===== src/rtl/v810_data_bus_resizer.sv =====
// v810_data_bus_resizer
// Bus-width and wait-state emulator between the V810 external bus and a
// 32-bit memory array. It inserts WS wait cycles per access, drives READYn,
// requests 16-bit sizing through SZRQn when DW==16, and steers data lanes.
//
// Build option:
//   DBR_TRISTATE_EN defined   : CTLR_DI is high-Z while the block is idle
//                               (shared read-data wire).
//   DBR_TRISTATE_EN undefined : CTLR_DI drives zero while idle
//                               (OR-combined read fabrics).
module v810_data_bus_resizer (
    input  logic        CLK,
    input  logic        RESn,
    input  logic        CE,
    input  logic [31:0] WS,
    input  logic [31:0] DW,
    input  logic        CTLR_DAn,
    input  logic [3:0]  CTLR_BEn,
    output logic        CTLR_READYn,
    output logic        CTLR_SZRQn,
    output logic [31:0] CTLR_DI,
    input  logic [31:0] CTLR_DO,
    input  logic        MEM_nCE,
    output logic [31:0] MEM_DI,
    input  logic [31:0] MEM_DO
);

    logic        active;
    logic        narrow;
    logic        at_ws;
    logic        low_half_sel;
    logic [31:0] wcnt_reg;
    logic [31:0] wcnt_next;
    logic [31:0] rd_data;

    // RESn is folded into the access qualifier so READYn/SZRQn and the data
    // steering stay idle for the whole time reset is held, not just at the edge.
    assign active       = ~CTLR_DAn & ~MEM_nCE & RESn;
    assign narrow       = (DW == 32'd16);
    assign at_ws        = (wcnt_reg == WS);
    assign low_half_sel = ~(CTLR_BEn[0] & CTLR_BEn[1]);

    assign CTLR_READYn  = ~(active & at_ws);
    assign CTLR_SZRQn   = ~(active & narrow);

    // Wait counter next state: clear when idle or on the ready cycle,
    // count up to WS otherwise; a WS lowered below the count just parks it.
    always_comb begin
        wcnt_next = wcnt_reg;
        if (!active) begin
            wcnt_next = 32'd0;
        end else if (CE) begin
            if (at_ws) begin
                wcnt_next = 32'd0;
            end else if (wcnt_reg < WS) begin
                wcnt_next = wcnt_reg + 32'd1;
            end
        end
    end

    // Wait counter register.
    always_ff @(posedge CLK or negedge RESn) begin
        if (!RESn) begin
            wcnt_reg <= 32'd0;
        end else begin
            wcnt_reg <= wcnt_next;
        end
    end

    // Byte-lane steering. In narrow mode the controller only looks at D[15:0]:
    // reads fetch the upper memory half there when neither low byte is enabled,
    // writes replicate the low half onto both memory halves so the byte enables
    // pick the half that is really written.
    genvar gi;
    generate
        for (gi = 0; gi < 4; gi++) begin : g_lane
            if (gi < 2) begin : g_low
                assign rd_data[8*gi +: 8] = (narrow && !low_half_sel) ?
                                            MEM_DO[8*gi+16 +: 8] : MEM_DO[8*gi +: 8];
            end else begin : g_high
                assign rd_data[8*gi +: 8] = MEM_DO[8*gi +: 8];
            end
            assign MEM_DI[8*gi +: 8] = (active && narrow) ?
                                       CTLR_DO[8*(gi%2) +: 8] : CTLR_DO[8*gi +: 8];
        end
    endgenerate

`ifdef DBR_TRISTATE_EN
    assign CTLR_DI = active ? rd_data : 32'hzzzz_zzzz;
`else
    assign CTLR_DI = active ? rd_data : 32'h0000_0000;
`endif

endmodule


===== config.mk =====
export PLATFORM = sky130hd
export DESIGN_NAME = v810_data_bus_resizer
export DESIGN_NICKNAME = d
export VERILOG_FILES = /design/src/rtl/v810_data_bus_resizer.sv
export SDC_FILE = /design/constraint.sdc
export NUM_CORES = 1
export LEC_CHECK = 0
export BUFFER_PORTS_ARGS = -buffer_cell sky130_fd_sc_hd__buf_2
export CAP_MARGIN = 0
export CORE_MARGIN = 4
export CORE_UTILIZATION = 30
export DETAILED_ROUTE_END_ITERATION = 8
export HOLD_SLACK_MARGIN = 0.08
export PLACE_DENSITY_LB_ADDON = 0.1
export SLEW_MARGIN = 20
export SYNTH_ARGS = -nofsm -noshare
export SYNTH_HDL_FRONTEND = slang
export SYNTH_SLANG_ARGS = --single-unit

===== constraint.sdc =====
create_clock -name CLK -period 3.56 [get_ports CLK]
set_input_delay 0.712 -clock CLK [delete_from_list [all_inputs] [get_ports CLK]]
set_output_delay 0.712 -clock CLK [all_outputs]
set_load 0.1 [all_outputs]

Word-level counts from Yosys, hierarchy flattened
Index checks and enable logic that the tools add are counted.
- output and inout bits: 66
- flip-flop bits (word level): 32
- logic and storage cells: 28
- bits of input ports: 137
- muxes and demuxes: 9
- magnitude comparators: 1
- add/sub/neg operators: 1
- bitwise logic cells: 9
- reductions and logical operators: 3
- equal/unequal tests: 4
- operators by type and width (operator ; number):
    2-to-1 mux 32 bit ; 5
    adder 32 x 1 -> 32 bit (second input constant) ; 1
    equality test 32 bit ; 1
    equality test 32 x 5 -> 1 bit (second input constant) ; 1
    < comparator 32 bit ; 1
    2-to-1 mux 8 bit ; 4
    AND 1 bit ; 5
    NOT 1 bit ; 4
    != test 3 x 1 -> 1 bit (second input constant) ; 1
    logical AND 1 bit ; 2
    != test 2 bit (second input constant) ; 1
    AND reduction 2 bit ; 1

Longest topological paths before layout
Gate-level depths: netlist of the first run.
- word-level depth: 5
- gate-level depth with buffers: 11

Least setup slack after synthesis of the first run
OpenSTA, ideal clock, no wires.
- kind: input -> output
- from: input port DW[16]
- to: output port CTLR_DI[10]
- data arrival time: 3355 ps
- slack: -507 ps
- stages on the path: 6
- buffers on the path: 1
- cells stage by stage: nor4_1 nand4_1 nor3_2 buf_2 mux2i_1 nor2_1
- word-level cells in the longest chain between the ends: 4
- RTL lines (item ; RTL line ; RTL):
    start, declared ; 16 ; input logic [31:0] DW,
    equality test 32 x 5 -> 1 bit ; 39 ; assign narrow = (DW == 32'd16);
    logical AND 1 bit ; 78 ; assign rd_data[8*gi +: 8] = (narrow && !low_half_sel) ?
    2-to-1 mux 8 bit ; 78 ;
    2-to-1 mux 32 bit ; 91 ; assign CTLR_DI = active ? rd_data : 32'h0000_0000;
    end, declared ; 21 ; output logic [31:0] CTLR_DI,
No other way between the ends.

Worst setup path after layout of the first run
- from: input port DW[17]
- to: output port CTLR_DI[7]
The elaborated chain is that of the path after synthesis.

==> results of run 1 <==
==> final cells by class <==
class,count,share of cell area [%]
multi-input cells,341,45.6
repair buffers,211,29.4
flip-flops and latches,32,14.7
inverters,60,4.14
well taps,143,3.29
clock buffers,7,2.80
==> critical path, stage by stage <==
cell	delay, ns
buf_2	0.11
nor4_1	0.48
nand4_1	0.25
nor3_2	0.30
buf_12	0.21
mux2i_1	0.32
nor2_4	0.06
buf_12	0.17
==> cells in the final DEF (no fill, tap or decap), types with 3 or more instances in the layout <==
cell type and instances:
clkbuf_16 5, o21ai_0 9, or3_1 5, a21oi_1 16, nor2_1 10, mux2i_1 17, nor2_2 7, buf_12 35
nor3_1 20, dfrtp_1 32, buf_2 168, a31oi_1 6, o21ai_1 4, nor4_1 13, buf_4 8, and2_1 3
ha_1 33, nand4_1 24, and4_1 6, mux2_2 16, o211ai_1 21, nand3_1 45, nand2_1 19, and3_1 18
or4_1 5, nor2_4 9, inv_1 60
==> through the flow <==
stage	cells	instance area, um2	hold slack [ns]	power [mW]	TNS (ns)
after floorplan	470	3710	0.416	0.685	-0.0560
after detailed placement	787	5290	0.508	0.867	0
final	794	5440	0.504	1.31	0
after CTS	794	5440	0.520	1.32	0
after global placement	787	5290	0.500	0.860	0
after global routing	794	5440	0.542	1.36	0
==> final timing paths <==
| kind | slack [ns] | startpoint | to |
|---|---|---|---|
| worst min-delay path | 0.50 | wcnt_reg[31]$_DFFE_PN0P_ | wcnt_reg[31]$_DFFE_PN0P_ |
| max in group asynchronous | 2.60 | RESn | wcnt_reg[2]$_DFFE_PN0P_ |
| worst max-delay path | 0.22 | DW[17] | CTLR_DI[7] |
| min in group asynchronous | 0.56 | RESn | wcnt_reg[29]$_DFFE_PN0P_ |
| worst min register to register | 0.50 | wcnt_reg[31]$_DFFE_PN0P_ | wcnt_reg[31]$_DFFE_PN0P_ |
| worst max register to register | 0.51 | wcnt_reg[5]$_DFFE_PN0P_ | wcnt_reg[4]$_DFFE_PN0P_ |
==> layer usage <==
layer	global-route usage [%]	share of wire, %	up-vias
met3	2.64	4.6	6
met4	3.08	0.67	0
met5	0	0	-
li1	-	-	2086
met2	32.3	48	127
met1	26.5	46	1940
==> synthesized netlist by cell type, types with 2 or more instances <==
cell type / number / area [um2]
or3_1: 5 / 31.3
o21ai_1: 4 / 20.0
o221ai_1: 2 / 17.5
or4_1: 5 / 37.5
nor3_1: 20 / 100
nor2b_1: 2 / 12.5
ha_1: 33 / 413
a31oi_1: 6 / 37.5
clkbuf_1: 16 / 60.1
or2_2: 2 / 12.5
mux2_2: 16 / 180
o21a_1: 2 / 15.0
o31ai_1: 2 / 15.0
nand3_1: 45 / 225
o21ai_0: 9 / 45.0
and2_1: 3 / 18.8
inv_1: 60 / 225
mux2i_1: 17 / 170
nor4_1: 13 / 81.3
nand4_1: 24 / 150
buf_2: 4 / 20.0
nand2b_1: 2 / 12.5
buf_4: 16 / 120
nand2_1: 19 / 71.3
a41oi_1: 2 / 17.5
and4_1: 6 / 52.6
a21bo_1: 2 / 20.0
nor2_1: 26 / 97.6
and3_1: 18 / 113
o211ai_1: 21 / 158
nor3_2: 2 / 20.0
a21oi_1: 16 / 80.1
o31a_1: 2 / 17.5
o311a_1: 2 / 20.0
dfrtp_1: 32 / 801
==> cells by family after synthesis <==
group | synth area share [%]
AND/OR/NAND/NOR | 30.4
buffers and inverters | 11.8
AO/OA/AOI/OAI | 14.6
multiplexers | 9.67
adder cells (fa/ha/maj) | 11.4
flip-flops | 22.1
==> power by group through the flow <==
| stage | combinational [mW] | sequential [mW] | clock (mW) |
|---|---|---|---|
| CTS | 0.493 | 0.368 | 0.458 |
| global placement | 0.486 | 0.375 | 0 |
| floorplan | 0.311 | 0.374 | 0 |
| detailed placement | 0.492 | 0.375 | 0 |
| global route | 0.516 | 0.368 | 0.475 |
| finish | 0.490 | 0.368 | 0.449 |
==> impl_metrics.csv, run 1 <==
group,metric,value,unit
routing,vias,4159,
synthesis,synthFlopType,"dfrtp_1",
synthesis,async_flop_share,100,%
timing,finalCritPeriodShare,93.7,%
finish,fillers,1157,
finish,syn_to_final_growth,50.2,%
timing,setup_viol,0,
flow_run,maxCapViolCount,0,
pwr,clockPowerShare,34.4,%
synthesis,syn_inst,470,
global_routing,grt_use_total,19.2,%
global_routing,grt_pass1_vias,3972,
routing,vias_per_cell,5.24,
clock_tree,cts_buffers,5,
pwr,peakVddDrop,0.000176,V
run_status,status,"finished, final reports clean",
timing,hold_viol,0,
finish,drive_gt1_share,39.9,%
finish,seqCellArea,801,um2
pwr,power.switching,0.492,mW
synthesis,netlist_area,3620,um2
die,num_rows,39,
clock_tree,h-tree-depth,2,
timing,finalClockSkew,0.00371,ns
global_routing,overflow,0,
routing,detail_route.first_pass.iterations,4,
pwr,p_sw_share,37.6,%
clock_tree,cts_resized,0,
clock_tree,clock_latency,0.28,ns
routing,postRouteAntennaNets,0,
die,ios,203,
timing,fmax,300,MHz
routing,wire_per_inst,17.1,um
placed_design,place_ws,0.142,ns
die,fp.coreArea,11600,um2
synthesis,synth_warnings,0,
setup_path,cp_max_fo,16,
setup_path,r2r_cells,8,
finish,insertedDiodeCount,0,
pwr,p_int,0.816,mW
synthesis,synth_cell_type_count,49,
die,start_util,31.2,%
placed_design,gp_congestion,0.858,
finish,multi_input_area,2480,um2
clock_tree,clockBufferDepth,2,
setup_path,crit_path_start_kind,"input pin",
placed_design,portBuffers,200,
die,die_area,13900,um2
timing,period_minus_slack,3.34,ns
global_routing,grt_max_degree,50,
synthesis,syn_avg_cell_area,7.71,um2
clock_tree,clk_pin_slew,0.05,ns
clock_tree,cts_tree,"built",
finish,largest_reg_flops,32,
timing,worst_slew_pin_slew,1.07,ns
pwr,leakage,2.52,nW
timing,maxSlewViolCount,0,
clock_tree,cts_hold_buf,0,
clock_tree,clock_sinks,32,
die,die_w,118,um
clock_tree,root_buffer,"clkbuf_16",
routing,drc,0,
worst_hold_path,holdPathStages,1,
synthesis,synth_edf_count,0,
synthesis,synth_seq_cells,32,
pwr,p_seq_share,28.2,%
placed_design,dp_hpwl,11100,um
pwr,p_per_area,240,nW/um2
finish,layout.nets,821,
setup_path,required,2.85,ns
global_routing,grt_pass1_wl,21900,um
finish,final_core_util,46.9,%
setup_path,setup.worst_path.class,"input pin to primary output",
global_routing,antenna_found_initial,0,
clock_tree,post_cts_buffers,0,
setup_path,crit_path_end_kind,"primary output",
die,die-height,118,um
routing,drt_iter0_drc,216,
pwr,power_frac_comb,37.5,%
setup_path,worstPathArrival,2.62,ns
timing,setup_ws,0.223,ns
worst_hold_path,hp-class,"register to register",
timing,slew_headroom,28.4,%
synthesis,synth_fp_nets,640,
routing,totalWireLength,13600,um
timing,rsz0062_at_grt,"false",
synthesis,seq_area_frac_synth,22.1,%
No activity file was read; power rests on OpenSTA's default activity.
==> run 2: changes to the inputs <==
- ABC_AREA: unset -> 1
- GPL_ROUTABILITY_DRIVEN: unset -> 0
==> impl_metrics.csv, run 2 <==
group,metric,value,unit
timing,setup_tns,0,ns
routing,detail_route.first_pass.iterations,5,
placed_design,portBuffers,200,
synthesis,synthFlopType,"dfrtp_1",
synthesis,synth_top_cell_area_share,22.6,%
setup_path,worstPathArrival,2.25,ns
setup_path,setup.worst_path.class,"input pin to primary output",
global_routing,grt_pass1_wl,23700,um
timing,maxSlewViolCount,0,
synthesis,synth-compound-area-share,2.32,%
synthesis,synth_edf_count,0,
clock_tree,clock_sinks,32,
placed_design,dpl_cell_area,5760,um2
timing,setup_viol,0,
timing,rsz0062_at_grt,"false",
timing,setup_ws,0.594,ns
pwr,p_sw_share,38.1,%
timing,fmax,337,MHz
run_status,status,"finished, final reports clean",
pwr,leakage,3.31,nW
pwr,p_per_area,216,nW/um2
routing,totalWireLength,14900,um
pwr,peakVddDrop,0.000131,V
finish,largest_reg_flops,32,
synthesis,synth_warnings,0,
clock_tree,cts_hold_buf,0,
setup_path,crit_path_start_kind,"input pin",
setup_path,cp_max_fo,13,
die,fp.coreArea,13300,um2
synthesis,synth_seq_cells,32,
synthesis,syn_inst,731,
finish,final_cell_mix,"247 x nand2_1, 161 x buf_2, 125 x nor2_1, 106 x inv_1, 69 x nand3_1",
die,die-height,125,um
global_routing,antenna_found_initial,0,
global_routing,overflow,0,
setup_path,slowest_stage,"nor4_4",
routing,wire_per_inst,13.8,um
setup_path,worstPathCellList,"buf_2 > nor2_1 > nand4_1 > nor4_4 > buf_4 > nand3_1 > nand2_1 > buf_12",
pwr,clockPowerShare,33.9,%
synthesis,yosysMostFrequentCell,"nand2_1",
setup_path,required,2.85,ns
finish,insertedDiodeCount,0,
flow_run,maxCapViolCount,0,
setup_path,cp_num_buf_inv,3,
routing,drc,0,
synthesis,yosys-top-cells-area,"nand2_1 23%, dfrtp_1 20%, nor2_1 13%",
die,die_area,15600,um2
die,ios,203,
clock_tree,cts_resized,0,
synthesis,netlist_area,4100,um2
synthesis,synth_fa_ha_area_share,10.1,%
clock_tree,h-tree-depth,2,
die,num_rows,42,
finish,layout.nets,1077,
synthesis,synth_fp_nets,901,
timing,hold_viol,0,
synthesis,synth_cell_type_count,27,
clock_tree,clockBufferDepth,2,
setup_path,path_delay_family,"simple AND/OR/NAND/NOR gates",
routing,postRouteAntennaNets,0,
timing,finalClockSkew,0.00402,ns
synthesis,seq_area_frac_synth,19.5,%
synthesis,synth_top_family_by_area,"simple AND/OR/NAND/NOR gates",
synthesis,async_flop_share,100,%
clock_tree,root_buffer,"clkbuf_16",
routing,drt_iter0_drc,239,
synthesis,yosysTopAreaCell,"nand2_1",
setup_path,cp_slowest_stage_delay,0.48,ns
global_routing,grt_max_degree,34,
synthesis,yosys.area_share.simple,49.1,%
routing,vias_per_cell,4.49,
routing,vias,4872,
setup_path,crit_path_end_kind,"primary output",
pwr,power.switching,0.485,mW
finish,syn_to_final_growth,44.0,%
clock_tree,clock_latency,0.28,ns
die,start_util,30.9,%
timing,finalCritPeriodShare,83.3,%
pwr,power_frac_comb,37.3,%
placed_design,dpl.cell_count,1076,
synthesis,synthMuxAreaShare,0,%
finish,drive_gt1_share,26.3,%
timing,slew_headroom,55.6,%
worst_hold_path,hp-class,"input pin to async pin",
finish,fillers,1475,
die,die_w,125,um
pwr,p_int,0.789,mW
pwr,p_seq_share,28.8,%
clock_tree,post_cts_buffers,0,
synthesis,syn_avg_cell_area,5.61,um2
placed_design,dp_hpwl,12400,um
global_routing,grt_use_total,18.4,%
clock_tree,cts_tree,"built",
timing,period_minus_slack,2.97,ns
clock_tree,cts_buffers,5,
finish,fin_area,5910,um2
finish,layout_commonest_cell,"nand2_1",
synthesis,synthTopCellsByCount,"247 x nand2_1, 139 x nor2_1, 106 x inv_1",
global_routing,grt_pass1_vias,4697,
finish,fin_cells,1084,
finish,final_core_util,44.4,%
placed_design,place_ws,0.569,ns
timing,worst_slew_pin_slew,0.666,ns
synthesis,synth_xor_area_share,3.42,%
clock_tree,clk_pin_slew,0.06,ns
-- run 2: changes by cell type after synthesis, sizes merged, moves of 18 or more --
cell	before	now
nand3	45	70
o211ai	21	0
nor2	26	141
inv	60	106
nand2	19	250
and3	18	0
-- run 2: layer usage --
layer,wire length (um),track usage [%]
met1,5900,21.0
met4,357,4.78
met5,0,0
met3,831,3.16
met2,7830,35.2
-- run 2: final cells by class --
cell class                      count  area (um2)  share of cell area, %
Sequential cell                    32         801                   13.6
Timing Repair Buffer              207        1640                   27.7
Inverter                          107         402                   6.80
Clock inverter                      2        10.0                  0.169
Multi-Input combinational cell    554        2700                   45.6
Tap cell                          176         220                   3.73
Clock buffer                        6         139                   2.35
-- run 2: per-stage QoR --
| step | power (mW) | hold slack [ns] |
|---|---|---|
| 2_1_floorplan | 0.672 | 0.416 |
| 3_3_place_gp | 0.851 | 0.524 |
| 3_5_place_dp | 0.853 | 0.538 |
| 4_1_cts | 1.29 | 0.550 |
| 5_1_grt | 1.33 | 0.577 |
| 6_report | 1.27 | 0.526 |
-- run 2: worst register-to-register path: stages (launching register included) --
cell     delay [ns]
dfrtp_1        0.46
ha_1           0.31
nand2_1        0.06
nor2_1         0.19
nand2_1        0.10
nor3_2         0.31
a21oi_1        0.18
nand2_2        0.11
nand2_2        0.35
nand2_1        0.20
nand2_1        0.06
-- run 2: path summary, 6_finish.rpt --
path                       slack [ns]                     start  cells past startpoint                       end
hold / removal                   0.53                      RESn                      2  wcnt_reg[28]$_DFFE_PN0P_
min in group CLK                 0.55  wcnt_reg[16]$_DFFE_PN0P_                      2  wcnt_reg[16]$_DFFE_PN0P_
max in group asynchronous        2.73                      RESn                      2  wcnt_reg[12]$_DFFE_PN0P_
hold reg to reg                  0.55  wcnt_reg[16]$_DFFE_PN0P_                      2  wcnt_reg[16]$_DFFE_PN0P_
setup / recovery                 0.59                    DW[21]                      8                MEM_DI[25]
setup reg to reg                 1.13   wcnt_reg[6]$_DFFE_PN0P_                     10  wcnt_reg[26]$_DFFE_PN0P_
-- run 2: logic make-up after synthesis --
logic type / count (synthesis)
AND/OR/NAND/NOR: 486
XOR/XNOR: 16
adder cells (fa/ha/maj): 33
buffers and inverters: 145
AO/OA/AOI/OAI: 19
flip-flops: 32
-- run 2: power by group through the flow --
stage                     logic (mW)  registers (mW)  clock network [mW]
after floorplan                0.300           0.372                   0
after global placement         0.478           0.373                   0
after detailed placement       0.480           0.373                   0
after CTS                      0.481           0.366               0.442
after global routing           0.505           0.366               0.461
final                          0.475           0.366               0.432
